## src/rtl/axi_defination_pkg.sv

```systemverilog
// Shared AXI definitions for the slave-side memory controller:
// burst/response encodings and the controller state type.
package axi_defination_pkg;

    localparam logic [1:0] BURST_FIXED = 2'b00;
    localparam logic [1:0] BURST_INCR  = 2'b01;
    localparam logic [1:0] BURST_WRAP  = 2'b10;

    localparam logic [1:0] RESP_OKAY   = 2'b00;
    localparam logic [1:0] RESP_SLVERR = 2'b10;

    typedef enum logic [2:0] {
        IDLE    = 3'd0,
        WR_DATA = 3'd1,
        WR_RESP = 3'd2,
        RD_REQ  = 3'd3,
        RD_DATA = 3'd4
    } ctrl_state_t;

    // Side that was served most recently; the other side wins the next tie.
    typedef enum logic {
        GRANT_WRITE = 1'b0,
        GRANT_READ  = 1'b1
    } grant_t;

endpackage

```

## src/rtl/axi_slave_mem_ctrl_if.sv

```systemverilog
// AXI4 slave port bundle (AW/W/B/AR/R) for axi_slave_mem_ctrl.
// Ports: all five channels; modport slave = controller side, master = requester side.
// Handshake: a transfer happens on a rising clock edge where VALID and READY are
// both high; VALID and its payload stay stable until that edge, READY may change
// freely.
interface axi_slave_mem_ctrl_if #(
    parameter int ADDR_W = 32,
    parameter int DATA_W = 32,
    parameter int ID_W   = 4
);
    logic              AWVALID, AWREADY;
    logic [ID_W-1:0]   AWID;
    logic [ADDR_W-1:0] AWADDR;
    logic [7:0]        AWLEN;
    logic [2:0]        AWSIZE;
    logic [1:0]        AWBURST;

    logic                WVALID, WREADY;
    logic [DATA_W-1:0]   WDATA;
    logic [DATA_W/8-1:0] WSTRB;
    logic                WLAST;

    logic            BVALID, BREADY;
    logic [ID_W-1:0] BID;
    logic [1:0]      BRESP;

    logic              ARVALID, ARREADY;
    logic [ID_W-1:0]   ARID;
    logic [ADDR_W-1:0] ARADDR;
    logic [7:0]        ARLEN;
    logic [2:0]        ARSIZE;
    logic [1:0]        ARBURST;

    logic              RVALID, RREADY;
    logic [ID_W-1:0]   RID;
    logic [DATA_W-1:0] RDATA;
    logic [1:0]        RRESP;
    logic              RLAST;

    modport slave (
        input  AWVALID, AWID, AWADDR, AWLEN, AWSIZE, AWBURST,
        output AWREADY,
        input  WVALID, WDATA, WSTRB, WLAST,
        output WREADY,
        output BVALID, BID, BRESP,
        input  BREADY,
        input  ARVALID, ARID, ARADDR, ARLEN, ARSIZE, ARBURST,
        output ARREADY,
        output RVALID, RID, RDATA, RRESP, RLAST,
        input  RREADY
    );

    modport master (
        output AWVALID, AWID, AWADDR, AWLEN, AWSIZE, AWBURST,
        input  AWREADY,
        output WVALID, WDATA, WSTRB, WLAST,
        input  WREADY,
        input  BVALID, BID, BRESP,
        output BREADY,
        output ARVALID, ARID, ARADDR, ARLEN, ARSIZE, ARBURST,
        input  ARREADY,
        input  RVALID, RID, RDATA, RRESP, RLAST,
        output RREADY
    );

endinterface

```

## src/rtl/axi_burst_addr_gen.sv

```systemverilog
// Combinational burst address generator.
// Inputs : current byte address, LEN, SIZE, BURST of the active burst.
// Outputs: next beat byte address, memory word address of the current beat,
//          burst-level errors (size, burst type, wrap length) and the
//          beat-level out-of-range error.
module axi_burst_addr_gen
    import axi_defination_pkg::*;
#(
    parameter int ADDR_W = 32,
    parameter int DATA_W = 32,
    parameter int MEM_AW = 10
) (
    input  logic [ADDR_W-1:0] addr,
    input  logic [7:0]        len,
    input  logic [2:0]        size,
    input  logic [1:0]        burst,
    output logic [ADDR_W-1:0] next_addr,
    output logic [MEM_AW-1:0] word_addr,
    output logic              size_err,
    output logic              burst_type_err,
    output logic              wrap_len_err,
    output logic              beat_err
);
    localparam int BYTE_BITS = $clog2(DATA_W / 8);
    localparam int WORD_TOP  = MEM_AW + BYTE_BITS;  // first byte-address bit above the memory

    logic [ADDR_W-1:0] inc;
    logic [ADDR_W-1:0] wrap_mask;

    always_comb begin
        inc       = ADDR_W'(1) << size;
        wrap_mask = ((ADDR_W'(len) + ADDR_W'(1)) << size) - ADDR_W'(1);

        size_err       = (size > 3'(BYTE_BITS));
        burst_type_err = (burst == 2'b11);
        wrap_len_err   = (burst == BURST_WRAP) &&
                         !((len == 8'd1) || (len == 8'd3) || (len == 8'd7) || (len == 8'd15));

        word_addr = addr[WORD_TOP-1:BYTE_BITS];
        beat_err  = |addr[ADDR_W-1:WORD_TOP];

        case (burst)
            // Aligning first makes an unaligned start land on the next boundary.
            BURST_INCR: next_addr = (addr & ~(inc - ADDR_W'(1))) + inc;
            BURST_WRAP: next_addr = (addr & ~wrap_mask) | ((addr + inc) & wrap_mask);
            default:    next_addr = addr;
        endcase
    end

endmodule

```

## src/rtl/axi_slave_mem_ctrl.sv

```systemverilog
// AXI4 slave controller serialising one write or read burst at a time onto a
// single-port memory.
// Ports: ACLK/ARESET (async, active high), axi (slave modport of the AXI bundle),
//        mem_en/mem_we/mem_addr/mem_wdata/mem_wstrb to the memory, mem_rdata
//        from it (valid one cycle after a read strobe), dbg_state = FSM state.
module axi_slave_mem_ctrl
    import axi_defination_pkg::*;
#(
    parameter int ADDR_W = 32,
    parameter int DATA_W = 32,
    parameter int ID_W   = 4,
    parameter int MEM_AW = 10
) (
    input  logic                ACLK,
    input  logic                ARESET,
    axi_slave_mem_ctrl_if.slave axi,
    output logic                mem_en,
    output logic                mem_we,
    output logic [MEM_AW-1:0]   mem_addr,
    output logic [DATA_W-1:0]   mem_wdata,
    output logic [DATA_W/8-1:0] mem_wstrb,
    input  logic [DATA_W-1:0]   mem_rdata,
    output ctrl_state_t         dbg_state
);
    ctrl_state_t state, state_nxt;
    grant_t      last_grant, last_grant_nxt;

    logic [ID_W-1:0]   id_q, id_nxt;
    logic [ADDR_W-1:0] addr_q, addr_nxt;
    logic [7:0]        len_q, len_nxt;
    logic [2:0]        size_q, size_nxt;
    logic [1:0]        burst_q, burst_nxt;
    logic [7:0]        beat_q, beat_nxt;
    logic              err_q, err_nxt;

    logic [ADDR_W-1:0] next_addr;
    logic [MEM_AW-1:0] word_addr;
    logic              size_err, burst_type_err, wrap_len_err, beat_err;
    logic              burst_err, access_ok, last_beat, grant_wr, grant_rd;

    axi_burst_addr_gen #(
        .ADDR_W(ADDR_W), .DATA_W(DATA_W), .MEM_AW(MEM_AW)
    ) u_addr_gen (
        .addr           (addr_q),
        .len            (len_q),
        .size           (size_q),
        .burst          (burst_q),
        .next_addr      (next_addr),
        .word_addr      (word_addr),
        .size_err       (size_err),
        .burst_type_err (burst_type_err),
        .wrap_len_err   (wrap_len_err),
        .beat_err       (beat_err)
    );

    assign dbg_state = state;

    always_ff @(posedge ACLK or posedge ARESET) begin
        if (ARESET) begin
            state      <= IDLE;
            last_grant <= GRANT_READ;
            id_q       <= '0;
            addr_q     <= '0;
            len_q      <= '0;
            size_q     <= '0;
            burst_q    <= '0;
            beat_q     <= '0;
            err_q      <= 1'b0;
        end else begin
            state      <= state_nxt;
            last_grant <= last_grant_nxt;
            id_q       <= id_nxt;
            addr_q     <= addr_nxt;
            len_q      <= len_nxt;
            size_q     <= size_nxt;
            burst_q    <= burst_nxt;
            beat_q     <= beat_nxt;
            err_q      <= err_nxt;
        end
    end

    always_comb begin
        state_nxt      = state;
        last_grant_nxt = last_grant;
        id_nxt         = id_q;
        addr_nxt       = addr_q;
        len_nxt        = len_q;
        size_nxt       = size_q;
        burst_nxt      = burst_q;
        beat_nxt       = beat_q;
        err_nxt        = err_q;

        axi.AWREADY = 1'b0;
        axi.WREADY  = 1'b0;
        axi.BVALID  = 1'b0;
        axi.BID     = '0;
        axi.BRESP   = RESP_OKAY;
        axi.ARREADY = 1'b0;
        axi.RVALID  = 1'b0;
        axi.RID     = '0;
        axi.RDATA   = '0;
        axi.RRESP   = RESP_OKAY;
        axi.RLAST   = 1'b0;
        mem_en      = 1'b0;
        mem_we      = 1'b0;
        mem_addr    = '0;
        mem_wdata   = '0;
        mem_wstrb   = '0;

        burst_err = size_err || burst_type_err || wrap_len_err;
        access_ok = !burst_err && !beat_err;
        last_beat = (beat_q == len_q);
        // A tie goes to the side that was not served last.
        grant_wr  = axi.AWVALID && (!axi.ARVALID || (last_grant == GRANT_READ));
        grant_rd  = axi.ARVALID && !grant_wr;

        case (state)
            IDLE: begin
                // READYs are gated so they read low while reset is held.
                if (!ARESET && grant_wr) begin
                    axi.AWREADY = 1'b1;
                    id_nxt    = axi.AWID;
                    addr_nxt  = axi.AWADDR;
                    len_nxt   = axi.AWLEN;
                    size_nxt  = axi.AWSIZE;
                    burst_nxt = axi.AWBURST;
                    beat_nxt  = '0;
                    err_nxt   = 1'b0;
                    state_nxt = WR_DATA;
                end else if (!ARESET && grant_rd) begin
                    axi.ARREADY = 1'b1;
                    id_nxt    = axi.ARID;
                    addr_nxt  = axi.ARADDR;
                    len_nxt   = axi.ARLEN;
                    size_nxt  = axi.ARSIZE;
                    burst_nxt = axi.ARBURST;
                    beat_nxt  = '0;
                    err_nxt   = 1'b0;
                    state_nxt = RD_REQ;
                end
            end
            WR_DATA: begin
                axi.WREADY = 1'b1;
                if (axi.WVALID) begin
                    if (access_ok) begin
                        mem_en    = 1'b1;
                        mem_we    = 1'b1;
                        mem_addr  = word_addr;
                        mem_wdata = axi.WDATA;
                        mem_wstrb = axi.WSTRB;
                    end
                    addr_nxt = next_addr;
                    beat_nxt = beat_q + 8'd1;
                    // The beat count, not WLAST, ends the burst; a disagreement is reported.
                    err_nxt  = err_q || beat_err || (axi.WLAST != last_beat);
                    if (last_beat) state_nxt = WR_RESP;
                end
            end
            WR_RESP: begin
                axi.BVALID = 1'b1;
                axi.BID    = id_q;
                axi.BRESP  = (err_q || burst_err) ? RESP_SLVERR : RESP_OKAY;
                if (axi.BREADY) begin
                    state_nxt      = IDLE;
                    last_grant_nxt = GRANT_WRITE;
                end
            end
            RD_REQ: begin
                if (access_ok) begin
                    mem_en   = 1'b1;
                    mem_addr = word_addr;
                end
                state_nxt = RD_DATA;
            end
            RD_DATA: begin
                // addr_q only moves on acceptance, so RRESP/RDATA hold while stalled.
                axi.RVALID = 1'b1;
                axi.RID    = id_q;
                axi.RLAST  = last_beat;
                axi.RDATA  = access_ok ? mem_rdata : '0;
                axi.RRESP  = access_ok ? RESP_OKAY : RESP_SLVERR;
                if (axi.RREADY) begin
                    if (last_beat) begin
                        state_nxt      = IDLE;
                        last_grant_nxt = GRANT_READ;
                    end else begin
                        addr_nxt  = next_addr;
                        beat_nxt  = beat_q + 8'd1;
                        state_nxt = RD_REQ;
                    end
                end
            end
            default: state_nxt = IDLE;
        endcase
    end

endmodule

```

## src/flat_wrapper.sv

```systemverilog
// flat-port wrapper written by rule: the top's interface ports become plain ports
module axi_slave_mem_ctrl_flat import axi_defination_pkg::*;
#(
    parameter int ADDR_W = 32,
    parameter int DATA_W = 32,
    parameter int ID_W   = 4,
    parameter int MEM_AW = 10
)
  (ACLK, ARESET, mem_en, mem_we, mem_addr, mem_wdata, mem_wstrb, mem_rdata, dbg_state, axi_AWVALID, axi_AWID, axi_AWADDR, axi_AWLEN, axi_AWSIZE, axi_AWBURST, axi_AWREADY, axi_WVALID, axi_WDATA, axi_WSTRB, axi_WLAST, axi_WREADY, axi_BVALID, axi_BID, axi_BRESP, axi_BREADY, axi_ARVALID, axi_ARID, axi_ARADDR, axi_ARLEN, axi_ARSIZE, axi_ARBURST, axi_ARREADY, axi_RVALID, axi_RID, axi_RDATA, axi_RRESP, axi_RLAST, axi_RREADY);
  axi_slave_mem_ctrl_if #(.ADDR_W(ADDR_W), .DATA_W(DATA_W), .ID_W(ID_W)) axi_i ();
  input  logic ACLK;
  input  logic ARESET;
  output logic mem_en;
  output logic mem_we;
  output logic [MEM_AW-1:0] mem_addr;
  output logic [DATA_W-1:0] mem_wdata;
  output logic [DATA_W/8-1:0] mem_wstrb;
  input  logic [DATA_W-1:0] mem_rdata;
  output ctrl_state_t dbg_state;
  input wire logic [$bits(axi_i.AWVALID)-1:0] axi_AWVALID;
  input wire logic [$bits(axi_i.AWID)-1:0] axi_AWID;
  input wire logic [$bits(axi_i.AWADDR)-1:0] axi_AWADDR;
  input wire logic [$bits(axi_i.AWLEN)-1:0] axi_AWLEN;
  input wire logic [$bits(axi_i.AWSIZE)-1:0] axi_AWSIZE;
  input wire logic [$bits(axi_i.AWBURST)-1:0] axi_AWBURST;
  output wire logic [$bits(axi_i.AWREADY)-1:0] axi_AWREADY;
  input wire logic [$bits(axi_i.WVALID)-1:0] axi_WVALID;
  input wire logic [$bits(axi_i.WDATA)-1:0] axi_WDATA;
  input wire logic [$bits(axi_i.WSTRB)-1:0] axi_WSTRB;
  input wire logic [$bits(axi_i.WLAST)-1:0] axi_WLAST;
  output wire logic [$bits(axi_i.WREADY)-1:0] axi_WREADY;
  output wire logic [$bits(axi_i.BVALID)-1:0] axi_BVALID;
  output wire logic [$bits(axi_i.BID)-1:0] axi_BID;
  output wire logic [$bits(axi_i.BRESP)-1:0] axi_BRESP;
  input wire logic [$bits(axi_i.BREADY)-1:0] axi_BREADY;
  input wire logic [$bits(axi_i.ARVALID)-1:0] axi_ARVALID;
  input wire logic [$bits(axi_i.ARID)-1:0] axi_ARID;
  input wire logic [$bits(axi_i.ARADDR)-1:0] axi_ARADDR;
  input wire logic [$bits(axi_i.ARLEN)-1:0] axi_ARLEN;
  input wire logic [$bits(axi_i.ARSIZE)-1:0] axi_ARSIZE;
  input wire logic [$bits(axi_i.ARBURST)-1:0] axi_ARBURST;
  output wire logic [$bits(axi_i.ARREADY)-1:0] axi_ARREADY;
  output wire logic [$bits(axi_i.RVALID)-1:0] axi_RVALID;
  output wire logic [$bits(axi_i.RID)-1:0] axi_RID;
  output wire logic [$bits(axi_i.RDATA)-1:0] axi_RDATA;
  output wire logic [$bits(axi_i.RRESP)-1:0] axi_RRESP;
  output wire logic [$bits(axi_i.RLAST)-1:0] axi_RLAST;
  input wire logic [$bits(axi_i.RREADY)-1:0] axi_RREADY;
  assign axi_i.AWVALID = axi_AWVALID;
  assign axi_i.AWID = axi_AWID;
  assign axi_i.AWADDR = axi_AWADDR;
  assign axi_i.AWLEN = axi_AWLEN;
  assign axi_i.AWSIZE = axi_AWSIZE;
  assign axi_i.AWBURST = axi_AWBURST;
  assign axi_AWREADY = axi_i.AWREADY;
  assign axi_i.WVALID = axi_WVALID;
  assign axi_i.WDATA = axi_WDATA;
  assign axi_i.WSTRB = axi_WSTRB;
  assign axi_i.WLAST = axi_WLAST;
  assign axi_WREADY = axi_i.WREADY;
  assign axi_BVALID = axi_i.BVALID;
  assign axi_BID = axi_i.BID;
  assign axi_BRESP = axi_i.BRESP;
  assign axi_i.BREADY = axi_BREADY;
  assign axi_i.ARVALID = axi_ARVALID;
  assign axi_i.ARID = axi_ARID;
  assign axi_i.ARADDR = axi_ARADDR;
  assign axi_i.ARLEN = axi_ARLEN;
  assign axi_i.ARSIZE = axi_ARSIZE;
  assign axi_i.ARBURST = axi_ARBURST;
  assign axi_ARREADY = axi_i.ARREADY;
  assign axi_RVALID = axi_i.RVALID;
  assign axi_RID = axi_i.RID;
  assign axi_RDATA = axi_i.RDATA;
  assign axi_RRESP = axi_i.RRESP;
  assign axi_RLAST = axi_i.RLAST;
  assign axi_i.RREADY = axi_RREADY;
  axi_slave_mem_ctrl #(.ADDR_W(ADDR_W), .DATA_W(DATA_W), .ID_W(ID_W), .MEM_AW(MEM_AW)) u_core (.ACLK(ACLK), .ARESET(ARESET), .axi(axi_i), .mem_en(mem_en), .mem_we(mem_we), .mem_addr(mem_addr), .mem_wdata(mem_wdata), .mem_wstrb(mem_wstrb), .mem_rdata(mem_rdata), .dbg_state(dbg_state));
endmodule
```

## config.mk

```make
export PLATFORM = sky130hd
export DESIGN_NAME = axi_slave_mem_ctrl_flat
export DESIGN_NICKNAME = d
export VERILOG_FILES = /design/src/rtl/axi_defination_pkg.sv /design/src/rtl/axi_slave_mem_ctrl_if.sv /design/src/rtl/axi_burst_addr_gen.sv /design/src/rtl/axi_slave_mem_ctrl.sv /design/src/flat_wrapper.sv
export SDC_FILE = /design/constraint.sdc
export NUM_CORES = 1
export LEC_CHECK = 0
export CAP_MARGIN = 20
export CORE_MARGIN = 3
export CORE_UTILIZATION = 42
export CTS_CLUSTER_DIAMETER = 60
export DETAILED_ROUTE_END_ITERATION = 8
export DONT_BUFFER_PORTS = 1
export MAX_ROUTING_LAYER = met4
export PLACE_DENSITY = 0.56
export SYNTH_ARGS = -nofsm -noshare
export SYNTH_HDL_FRONTEND = slang
export SYNTH_SLANG_ARGS = --single-unit
```

## constraint.sdc

```tcl
create_clock -name ACLK -period 8.3 [get_ports ACLK]
set_clock_uncertainty 0.05 [all_clocks]
set_input_delay 0.83 -clock ACLK [delete_from_list [all_inputs] [get_ports ACLK]]
set_output_delay 0.83 -clock ACLK [all_outputs]
set_load 0.01 [all_outputs]
```

Word level (Yosys, flattened, before mapping):

Cells that the tools add are included.
W data, S select, Z words.

* output and inout port bits: 101
* logic and storage cells: 143
* input bits: 174
* register bits: 62

* $add $sub $neg: 6
* mux-type cells: 67
* bitwise logic cells: 6
* equality and inequality tests: 20
* reduce and logical (&&, ||, !) cells: 32
* $lt $le $gt $ge: 1
* shift operators: 2

Operators with widths (count)
* $mux W32: 10
* $and A32 B32 Y32: 3
* $pmux W32 S3: 1
* $add A32 B32 Y32: 2
* $not A32 Y32: 2
* $pmux W32 S2: 1
* $sub A32 B1 Y32 const B: 2
* $mux W8: 7
* $or A32 B32 Y32: 1
* $shl A1 B3 Y32 const A: 1
* $shl A9 B3 Y32: 1
* $mux W4: 7
* $mux W3: 8
* $pmux W8 S3: 1
* $mux W10: 2
* $pmux W10 S2: 1
* $reduce_or A20 Y1: 1
* $mux W1: 18
* $pmux W3 S5: 1
* $mux W2: 7
* $reduce_and A5 Y1: 2
* $add A8 B1 Y9 const B: 1
* $logic_or A1 B1 Y1: 9
* $add A8 B1 Y8 const B: 1
* other kinds (24): 44

Logic depth before layout (Yosys ltp):

* word-level depth: 12
* mapped depth: 17
* mapped depth without buffers: 15

By module:

From an unflattened synthesis, not the netlist that was laid out.

* cells, all modules: 1103
* area total of the unflattened synthesis: 8513.2 um^2

Modules (own cells, without submodules)
* axi_slave_mem_ctrl: cells each 465, area an instance 4375.4 um^2, seq. area each 1552.7 um^2, times used 1
* axi_burst_addr_gen: cells each 638, area an instance 4137.7 um^2, seq. area each 0.0 um^2, times used 1

Least setup slack after synthesis:

No wires, ideal clock.

* path kind: input to register
* from: in ARESET
* to: reg u_core.burst_q[0]
* setup slack: 4.412 ns
* data arrival time: 3.756 ns
* buffers on the path: 4
* cell stages on the path: 8
* setup time: 0.082 ns
* cell sequence: inv_1 > and3_1 > clkbuf_1 > clkbuf_1 > buf_1 > buf_1 > nand2_1 > a31oi_1

* longest elaborated chain between the ends: 4
* elaborated cells between the ends (all ways): 6

Ends and longest elaborated chain
* start: declaration: line flat_wrapper.sv:12 `input logic ARESET;`
* $logic_not A1 Y1 (no source line) (*)
* $logic_and A1 B1 Y1, on equally long branches: line axi_slave_mem_ctrl.sv:130, axi_slave_mem_ctrl.sv:120
* $reduce_bool A2 Y1 (no source line)
* $reduce_and A2 Y1 (no source line)
* end signal: assignment: line axi_slave_mem_ctrl.sv:76 `burst_q <= burst_nxt;`
* end: declaration: line axi_slave_mem_ctrl.sv:32 `logic [1:0] burst_q, burst_nxt;`

Mark *: on every way between the ends. The rest lies on a longest branch, timed or not.
A chain may end at the register's enable or synchronous reset.

Worst setup path in the final report:

* from: reg u_core.len_q[0]
* to: out mem_wdata[19]

* longest elaborated chain between the ends: 12
* elaborated cells between the ends (all ways): 15

Ends and longest elaborated chain
* start: declaration: line axi_slave_mem_ctrl.sv:30 `logic [7:0] len_q, len_nxt;`
* start signal: assignment: line axi_slave_mem_ctrl.sv:74 `len_q <= len_nxt;`
* $eq A8 B1 Y1 / $eq A8 B2 Y1 (equally long branches): line axi_burst_addr_gen.sv:37 `!((len == 8'd1) || (len == 8'd3) || (len == 8'd7) || (len == 8'd15));`
* $logic_or A1 B1 Y1 (2 in a row): line axi_burst_addr_gen.sv:37
* $logic_or A1 B1 Y1 (*): line axi_burst_addr_gen.sv:37
* $logic_not A1 Y1 (*): line axi_burst_addr_gen.sv:37
* $logic_and A1 B1 Y1 (*): line axi_burst_addr_gen.sv:36 `wrap_len_err = (burst == BURST_WRAP) &&`
* $logic_or A1 B1 Y1 (*): line axi_slave_mem_ctrl.sv:110 `burst_err = size_err || burst_type_err || wrap_len_err;`
* $logic_not A1 Y1 (*): line axi_slave_mem_ctrl.sv:111 `access_ok = !burst_err && !beat_err;`
* $logic_and A1 B1 Y1 (*): line axi_slave_mem_ctrl.sv:111
* $mux W32 (*): line axi_slave_mem_ctrl.sv:145 `if (access_ok) begin`
* $mux W32 (*): line axi_slave_mem_ctrl.sv:144 `if (axi.WVALID) begin`
* $mux W32 (*): line axi_slave_mem_ctrl.sv:117 `case (state)`
* end: declaration: line flat_wrapper.sv:16 `output logic [DATA_W-1:0] mem_wdata;`

Marked as above.

==> metrics.txt <==
status finished clean; post-synthesis simple-gate area fraction 0.360; via count 8385; RSZ-0062 raised after global routing no; Num CTS Buffers 9; adder and majority cell fraction of the synthesized area 0.0341; clock-pin slew on the worst setup and hold paths 60 ps; Initial Util 0.430; gpl congestion 0.941; Final Non-Filler Cells 1308; met2 usage 0.473; Placed Cells incl. Taps 1280; final setup violation count 0; pre-CTS setup slack 3760 ps; met3 Use GR 0.0608; GRT overflow 0; Synth top area share 0.196; cell taking the most area after synthesis dfrtp_1; DR WL/cell 23.5 µm; vias per cell 6.41; post-synthesis mux area share 0.0163; dominant synthesized flop cell dfrtp_1; top cells by area in the synthesized netlist dfrtp_1, nand2_1, and2_1, nor2_1, a21oi_1; area grow syn2layout 4.94%; Post-Syn Area 7780 µm²; Worst Max-Slew Pin Slew 1060 ps; initial antenna violation count 13; main combinational cell family by area after synthesis simple AND/OR/NAND/NOR gates; Setup WS post-layout 3360 ps; port bufs 0; hold_buf cts 0; MaxCap Viol Count 0; xor and xnor area share after synthesis 0.0541; LEAKAGE 3.32 nW; DRC 0; CP arrival 4060 ps; DR iter-0 viols 768; async set-or-reset flop fraction in the synthesized netlist 1.00; global-route wire length before repair 46700 µm; commonest non-fill, non-tap cell in the layout nand2_1; gr busiest metal met2; sum of negative setup slack 0 ps; Final Hold Fails 0; M1 GR Usage 0.400; YS warnings 0; Post-CTS Setup Bufs 0; post-synthesis compound-gate area fraction 0.272; Site Rows 49; IO Pins 275; CP Launch Type flop; CP Capture Type output pin; share of cells above drive strength 1 0.0665; drt total wl 30800 µm; Avg Cell Area, Syn 6.91 µm²; post-detail-place hpwl 23400 µm; clk root buf clkbuf_16; CTS sink count 62; synthesized instance count 1125; P per Cell Area 460 nW/µm²; Crit Path Max Fanout 37; Pins Over Slew Limit 0; Antenna Violating Nets Remaining 0; 1st-pass router iterations 6; kind of critical path flop to output pin; H-tree Lvls 3; Tcrit/Tclk final 0.595; Slew HR 0.290; Die Span X 142 µm; worst hold-check path type flop to flop; vias in the first global route 7526; Achievable Freq 202 MHz; post-synthesis sequential area ratio 0.200; VDD IR max 0.000200 V; CTS tree yes; most frequent cells in the layout nand2_1, nor2_1, a21oi_1, and2_1, dfrtp_1; GRT Total Usage 0.305; Core ar. 18100 µm²; number of synthesized flops with an enable pin 0; Net count, final 1255; Chip Height 142 µm; largest net degree at the start of global routing 65; CP Data Required Time 7420 ps; Yosys reg bits 62; Clk Latency, worst-skew pair 350 ps; crit path time final 4940 ps; Max Root-Sink Buffers 2; Die Footprint 20200 µm²; post-CTS sizing 0; synth unique cells 94
-- layer usage --
layer	wire length (µm)	vias up	part of all wire
met1	13100	4011	0.43
met4	805	0	0.026
met2	14200	362	0.46
met3	2650	53	0.086
met5	0	-	0
li1	-	3959	-
-- worst max-delay path, cell delays in order (launching register included) --
cell and delay, ps:
dfrtp_1 720, ha_1 440, a21o_1 120, nand3_1 80
a21oi_1 310, and2_1 800, and3_1 910, and2_1 310
-- metrics by stage --
stage          utilization  hold WS [ps]  total power [W]  cell area [µm²]
3_3_place_gp         0.431           466          0.00327             7800
5_1_grt              0.451           522          0.00409             8150
2_1_floorplan            -           447          0.00266             7780
3_5_place_dp         0.431           469          0.00327             7800
4_1_cts              0.450           482          0.00373             8130
6_report             0.451           481          0.00375             8160
-- cells by family (layout without fill, tap and decap cells) --
kind of cell	after synthesis	count (layout)
mux	12	12
simple gates	554	554
compound gates	308	308
other cells	1	14
buf+inv	119	60
xor+xnor	48	48
fa+ha+maj	21	21
flops	62	62
-- synthesized netlist by cell type (5+ instances only) --
master / number
xnor2_1: 25
nor2b_1: 14
and2_1: 63
nand3_1: 47
nor4_1: 16
a21oi_1: 63
mux2i_1: 7
nand4_1: 14
buf_4: 6
o21a_1: 7
nor2_1: 91
o211ai_1: 9
o31ai_1: 11
clkbuf_1: 59
o21ai_0: 56
mux2_2: 5
xor2_1: 23
and3_1: 46
and4_1: 5
ha_1: 18
a31oi_1: 35
a21o_1: 12
buf_2: 17
or3_1: 13
nand2_1: 174
o21ai_1: 6
inv_1: 31
a221oi_1: 6
nor3_1: 34
a21boi_0: 5
nand2b_1: 13
dfrtp_1: 61
a211oi_1: 18
o22ai_1: 9
-- layout make-up --
cell class | instances | area [µm²]
multi-input cells | 945 | 5750
well taps | 229 | 287
clock inverters | 5 | 81.3
flip-flops and latches | 62 | 1550
diodes | 12 | 30.0
fillers | 1869 | 9930
clock buffers | 11 | 253
inverters | 32 | 120
repair buffers | 12 | 90.1
-- power by group --
group          total, W  switching (W)  internal (W)
clock network  0.000440       0.000161      0.000280
logic           0.00259        0.00165      0.000942
registers      0.000723       0.000277      0.000446
-- final timing paths --
path                                   start                         end  slack (ps)  cells past startpoint
setup reg to reg            u_core.size_q[2]                        flop        4210                     12
max in group asynchronous             ARESET  asynchronous set/reset pin        7020                      2
setup / recovery             u_core.len_q[0]               mem_wdata[19]        3360                      7
hold / removal             u_core.last_grant           u_core.last_grant         480                      2
min in group asynchronous             ARESET         u_core.dbg_state[1]         620                      2
hold reg to reg            u_core.last_grant           u_core.last_grant         480                      2
(Power assumes the default switching activity.)
